[src/rtl/multi_rule_filter.sv]
// Header filter with a programmable table of masked rules, first-match priority,
// default action, matched-rule index and saturating pass/drop counters.
module multi_rule_filter #(
    parameter int NUM_RULES      = 8,
    parameter int IP_ADDR_LEN    = 32,
    parameter int PORT_LEN       = 16,
    parameter int CNT_WIDTH      = 32,
    parameter int DEFAULT_ACTION = 0,
    localparam int IDX_W = (NUM_RULES > 1) ? $clog2(NUM_RULES) : 1
) (
    input  logic                   axi_aclk,
    input  logic                   axi_aresetn,
    input  logic                   hdr_rd,
    input  logic                   hdr_clear,
    input  logic [IP_ADDR_LEN-1:0] hdr_src_ip,
    input  logic [IP_ADDR_LEN-1:0] hdr_dst_ip,
    input  logic [PORT_LEN-1:0]    hdr_src_port,
    input  logic [PORT_LEN-1:0]    hdr_dst_port,
    input  logic                   rule_wr_en,
    input  logic [IDX_W-1:0]       rule_wr_idx,
    input  logic                   rule_wr_valid,
    input  logic                   rule_wr_action,
    input  logic [IP_ADDR_LEN-1:0] rule_wr_src_ip,
    input  logic [IP_ADDR_LEN-1:0] rule_wr_src_mask,
    input  logic [IP_ADDR_LEN-1:0] rule_wr_dst_ip,
    input  logic [IP_ADDR_LEN-1:0] rule_wr_dst_mask,
    input  logic [PORT_LEN-1:0]    rule_wr_dport,
    input  logic                   rule_wr_dport_any,
    input  logic                   stat_clear,
    output logic                   m_send,
    output logic                   m_send_rd,
    output logic                   m_rule_hit,
    output logic [IDX_W-1:0]       m_rule_idx,
    output logic [CNT_WIDTH-1:0]   pass_count,
    output logic [CNT_WIDTH-1:0]   drop_count
);

    localparam logic                 DEF_ACT = (DEFAULT_ACTION != 0);
    localparam logic [CNT_WIDTH-1:0] CNT_ONE = 1;

    typedef enum logic [1:0] {IDLE, MATCH, DECIDE, WAIT_CLEAR} state_t;
    state_t state_reg, state_next;

    logic [IP_ADDR_LEN-1:0] src_reg, dst_reg;
    logic [PORT_LEN-1:0]    dport_reg;
    logic [NUM_RULES-1:0]   match_comb, match_reg, action_vec, action_reg;
    logic                   hit_comb, act_comb, send_comb;
    logic [IDX_W-1:0]       idx_comb;
    logic                   send_reg, send_rd_reg, hit_reg;
    logic [IDX_W-1:0]       idx_reg;
    logic [CNT_WIDTH-1:0]   pass_reg, drop_reg;

    // The source port is not part of the match key.
    logic unused_sport;
    assign unused_sport = ^hdr_src_port;

    generate
        for (genvar gi = 0; gi < NUM_RULES; gi++) begin : g_rule
            logic                   valid_reg, action_r, any_reg;
            logic [IP_ADDR_LEN-1:0] src_r, smask_r, dst_r, dmask_r;
            logic [PORT_LEN-1:0]    dport_r;
            logic                   wr_sel;

            // Indices beyond the table never select an entry, so such writes vanish.
            assign wr_sel = rule_wr_en && (rule_wr_idx == IDX_W'(gi));

            always_ff @(posedge axi_aclk or negedge axi_aresetn) begin
                if (!axi_aresetn) begin
                    valid_reg <= 1'b0;
                    action_r  <= 1'b0;
                    any_reg   <= 1'b0;
                    src_r     <= '0;
                    smask_r   <= '0;
                    dst_r     <= '0;
                    dmask_r   <= '0;
                    dport_r   <= '0;
                end else if (wr_sel) begin
                    valid_reg <= rule_wr_valid;
                    action_r  <= rule_wr_action;
                    any_reg   <= rule_wr_dport_any;
                    src_r     <= rule_wr_src_ip;
                    smask_r   <= rule_wr_src_mask;
                    dst_r     <= rule_wr_dst_ip;
                    dmask_r   <= rule_wr_dst_mask;
                    dport_r   <= rule_wr_dport;
                end
            end

            assign match_comb[gi] = valid_reg
                                  && (((src_reg ^ src_r) & smask_r) == '0)
                                  && (((dst_reg ^ dst_r) & dmask_r) == '0)
                                  && (any_reg || (dport_reg == dport_r));
            assign action_vec[gi] = action_r;
        end
    endgenerate

    // Descending scan so the lowest matching index is the one left standing.
    always_comb begin
        hit_comb = 1'b0;
        act_comb = 1'b0;
        idx_comb = '0;
        for (int i = NUM_RULES - 1; i >= 0; i--) begin
            if (match_reg[i]) begin
                hit_comb = 1'b1;
                act_comb = action_reg[i];
                idx_comb = IDX_W'(i);
            end
        end
    end

    assign send_comb = hit_comb ? act_comb : DEF_ACT;

    always_ff @(posedge axi_aclk or negedge axi_aresetn) begin
        if (!axi_aresetn) state_reg <= IDLE;
        else              state_reg <= state_next;
    end

    always_comb begin
        state_next = state_reg;
        case (state_reg)
            IDLE:       if (hdr_rd) state_next = MATCH;
            MATCH:      state_next = DECIDE;
            DECIDE:     state_next = WAIT_CLEAR;
            WAIT_CLEAR: if (hdr_clear) state_next = IDLE;
            default:    state_next = IDLE;
        endcase
    end

    always_ff @(posedge axi_aclk or negedge axi_aresetn) begin
        if (!axi_aresetn) begin
            src_reg     <= '0;
            dst_reg     <= '0;
            dport_reg   <= '0;
            match_reg   <= '0;
            action_reg  <= '0;
            send_reg    <= 1'b0;
            send_rd_reg <= 1'b0;
            hit_reg     <= 1'b0;
            idx_reg     <= '0;
        end else begin
            case (state_reg)
                IDLE: if (hdr_rd) begin
                    src_reg   <= hdr_src_ip;
                    dst_reg   <= hdr_dst_ip;
                    dport_reg <= hdr_dst_port;
                end
                // Snapshot actions with the matches so a later write cannot alter this decision.
                MATCH: begin
                    match_reg  <= match_comb;
                    action_reg <= action_vec;
                end
                DECIDE: begin
                    send_reg    <= send_comb;
                    hit_reg     <= hit_comb;
                    idx_reg     <= idx_comb;
                    send_rd_reg <= 1'b1;
                end
                WAIT_CLEAR: if (hdr_clear) begin
                    send_reg    <= 1'b0;
                    hit_reg     <= 1'b0;
                    idx_reg     <= '0;
                    send_rd_reg <= 1'b0;
                end
                default: ;
            endcase
        end
    end

    always_ff @(posedge axi_aclk or negedge axi_aresetn) begin
        if (!axi_aresetn) begin
            pass_reg <= '0;
            drop_reg <= '0;
        end else if (stat_clear) begin
            pass_reg <= '0;
            drop_reg <= '0;
        end else if (state_reg == DECIDE) begin
            if (send_comb) begin
                if (!(&pass_reg)) pass_reg <= pass_reg + CNT_ONE;
            end else begin
                if (!(&drop_reg)) drop_reg <= drop_reg + CNT_ONE;
            end
        end
    end

    assign m_send     = send_reg;
    assign m_send_rd  = send_rd_reg;
    assign m_rule_hit = hit_reg;
    assign m_rule_idx = idx_reg;
    assign pass_count = pass_reg;
    assign drop_count = drop_reg;

endmodule

[config.mk]
export PLATFORM = sky130hd
export DESIGN_NAME = multi_rule_filter
export DESIGN_NICKNAME = d
export VERILOG_FILES = /design/src/rtl/multi_rule_filter.sv
export SDC_FILE = /design/constraint.sdc
export NUM_CORES = 2
export LEC_CHECK = 0
export ABC_CLOCK_PERIOD_IN_PS = 4290
export BUFFER_PORTS_ARGS = -buffer_cell sky130_fd_sc_hd__buf_4
export CAP_MARGIN = 10
export CORE_MARGIN = 5
export CORE_UTILIZATION = 45
export CTS_CLUSTER_SIZE = 40
export DETAILED_ROUTE_END_ITERATION = 16
export GPL_ROUTABILITY_DRIVEN = 0
export PLACE_DENSITY = 0.7
export SLEW_MARGIN = 40
export SYNTH_ARGS = -nofsm -noshare
export SYNTH_HDL_FRONTEND = slang
export SYNTH_SLANG_ARGS = --single-unit
[constraint.sdc]
create_clock -name axi_aclk -period 4.29 [get_ports axi_aclk]
set_clock_uncertainty 0.15 [all_clocks]
set_input_delay 0.2145 -clock axi_aclk [delete_from_list [all_inputs] [get_ports axi_aclk]]
set_output_delay 0.2145 -clock axi_aclk [all_outputs]
set_load 0.1 [all_outputs]
==> results.txt <==
status -> finished, final reports clean
Final Util -> 54.2%
Crit. End Element -> flip-flop
iteration-0 DRC count of the detailed router -> 3430
post_cts resized -> 0
Die Ht -> 374 um
first-pass GRT wire length -> 278000 um
# IOs -> 322
Pre-antenna DRT Iters -> 5
WP data required -> 4.85 ns
crit path from -> dst_reg[13]$_DFFE_PN0P_
Setup Fix Bufs, Post-CTS -> 0
sequential area share after synthesis -> 56.5%
Critical Path AT -> 3.68 ns
Core ar. -> 131000 um2
RSZ-0062 raised after global routing -> false
vias in the first global route -> 39100
Synth Warn # -> 0
largest net degree at the start of global routing -> 133
Seq cells post-synth -> 1344
Clock transition at path regs -> 0.07 ns
Via density -> 5.79
syn avg cell area -> 14.0 um2
Die Area -> 140000 um2
Reg-to-Reg Start -> dst_reg[13]$_DFFE_PN0P_
VDD IR max -> 484 uV
hold buffers post-CTS -> 236
initial antenna violation count -> 28
nets -> 5042
max-slew violation count -> 0
Bufs on Longest Clock Path -> 3
reg2reg setup slack -> 1.17 ns
leading cell type in the layout, fill and taps excluded -> dfrtp_1
Final Non-Filler Cells -> 6645
Top FF cell, synth -> dfrtp_1
WL per Instance -> 28.8 um
DRC errors left -> 0
CP Launch Type -> flip-flop
# H-tree levels -> 4
Synth Instances -> 4239
post-DP HPWL -> 131000 um
IO Port Bufs -> 305
Initial Utilization -> 45.3%
Clock Latency Late Sink -> 0.79 ns
capturing point of the worst reg2reg path -> match_reg[6]$_DFFE_PN0N_
GRT overflow -> 0
post-layout min period -> 3.12 ns
share of cells above drive strength 1 -> 38.9%
final hold viol count -> 0
async set-reset flop share out of synthesis -> 100%
commonest non-fill, non-tap cells in the layout -> 1341 x dfrtp_1, 1264 x mux2_2, 642 x xor2_1, 366 x buf_4, 235 x dlygate4sd3_1
leakage -> 31.2 nW
Rel. slew slack -> 38.6%
Finish-stage setup viols -> 0
setup_tns -> 0 ns
Num CTS Buffers -> 146
slew at the pin closest to its max-slew limit -> 0.921 ns
Post-synth EDFFs -> 0
Worst Hold Class -> input port to async pin
WS Path Type -> flip-flop to flip-flop
pwr/cell area -> 610 nW/um2
R2R depth -> 5
clock root buffer -> clkbuf_16
Syn-to-layout area delta -> 19.6%
die width -> 374 um
CTS tree -> yes
unique cell type count in the Yosys netlist -> 62
Routed Antenna Nets -> 0
max cap viols -> 0
Max FO, Critical Path -> 9
f_max -> 320 MHz
Net Count, Synth -> 4498
placed instance count -> 6151
hold_ws -> 0.0336 ns
Total Routing Usage GR -> 27.2%
Tcrit/Tclk final -> 72.8%
Sink Count -> 1344
area of the mapped netlist -> 59500 um2
DR vias -> 38500
floorplan row count -> 133
Routed Wire Length -> 192000 um
[logic make-up after synthesis]
group	Yosys count	share of synthesized area [%]
flops	1344	56.5
mux	1270	24.0
fa+ha+maj	7	0.147
compound gates	349	4.43
xor+xnor	667	9.81
simple gates	351	3.46
buf+inv	251	1.66
[cells in the mapped netlist, drive strengths merged, types with 9 or more instances]
| cell type | n | area, um2 |
|---|---|---|
| nor4 | 40 | 278 |
| nand2 | 39 | 146 |
| xor2 | 642 | 5620 |
| a22o | 19 | 166 |
| and3 | 14 | 88.8 |
| xnor2 | 25 | 219 |
| dfrtp | 1344 | 33600 |
| buf | 43 | 206 |
| o21ai | 18 | 90.1 |
| nor3 | 49 | 267 |
| clkbuf | 194 | 728 |
| mux2 | 1269 | 14300 |
| or4 | 10 | 75.1 |
| inv | 14 | 52.6 |
| nand4 | 83 | 547 |
| or3 | 16 | 105 |
| and4 | 9 | 78.8 |
| nor2 | 42 | 158 |
| a21oi | 35 | 175 |
| o31ai | 12 | 90.1 |
| a22oi | 208 | 1560 |
| nand3 | 26 | 145 |
| a221oi | 17 | 155 |
[report_power, final]
group          switching [mW]  leakage (nW)  internal (mW)
Clock                    5.19          2.27           7.13
Combinational            6.68          12.7           5.55
Sequential               3.36          16.3           15.6
[per-layer routing]
metal | up-vias | share of wire [%] | global-route usage [%] | wire length [um]
li1 | 16300 | - | - | -
met1 | 20500 | 41 | 36.5 | 79300
met2 | 1306 | 47 | 43.4 | 89600
met3 | 355 | 7.0 | 5.58 | 13500
met4 | 8 | 4.8 | 11.0 | 9200
met5 | - | 0.028 | 0 | 53
[area by class of cell]
class	count	area (um2)
antenna	5	12.5
clock buffer	218	4240
clock inverter	32	368
fill	11000	60200
inverter	14	52.6
multi-input combinational	2644	25000
sequential	1344	33600
tap	1755	2200
timing repair buffer	633	5760
[worst max-delay path, stage by stage (launching register included)]
cell and delay [ns]:
dfrtp_1 0.79, xor2_1 0.15, a222oi_1 0.59, nand4_1 0.39
nor3_1 0.73, a32o_1 0.27
[metrics by stage]
stage,worst slack (ns),cell area (um2),power (mW)
5_1_grt,1.06,71200,45.1
3_3_place_gp,1.31,64000,30.6
3_5_place_dp,1.27,64200,30.9
4_1_cts,1.24,71200,43.5
2_1_floorplan,1.33,59500,25.2
6_report,1.17,71200,43.5
[worst max-delay path by stage]
stage,to,slack [ns],cells after the start
5_1_grt,drop_count[29]$_DFFE_PN0P_,1.06,6
6_report,match_reg[6]$_DFFE_PN0N_,1.17,5
2_1_floorplan,pass_count[23]$_DFFE_PN0P_,1.33,6
4_1_cts,match_reg[6]$_DFFE_PN0N_,1.24,5
3_5_place_dp,match_reg[6]$_DFFE_PN0N_,1.27,5
3_3_place_gp,match_reg[6]$_DFFE_PN0N_,1.31,5
No activity file was read; power rests on OpenSTA's default activity.
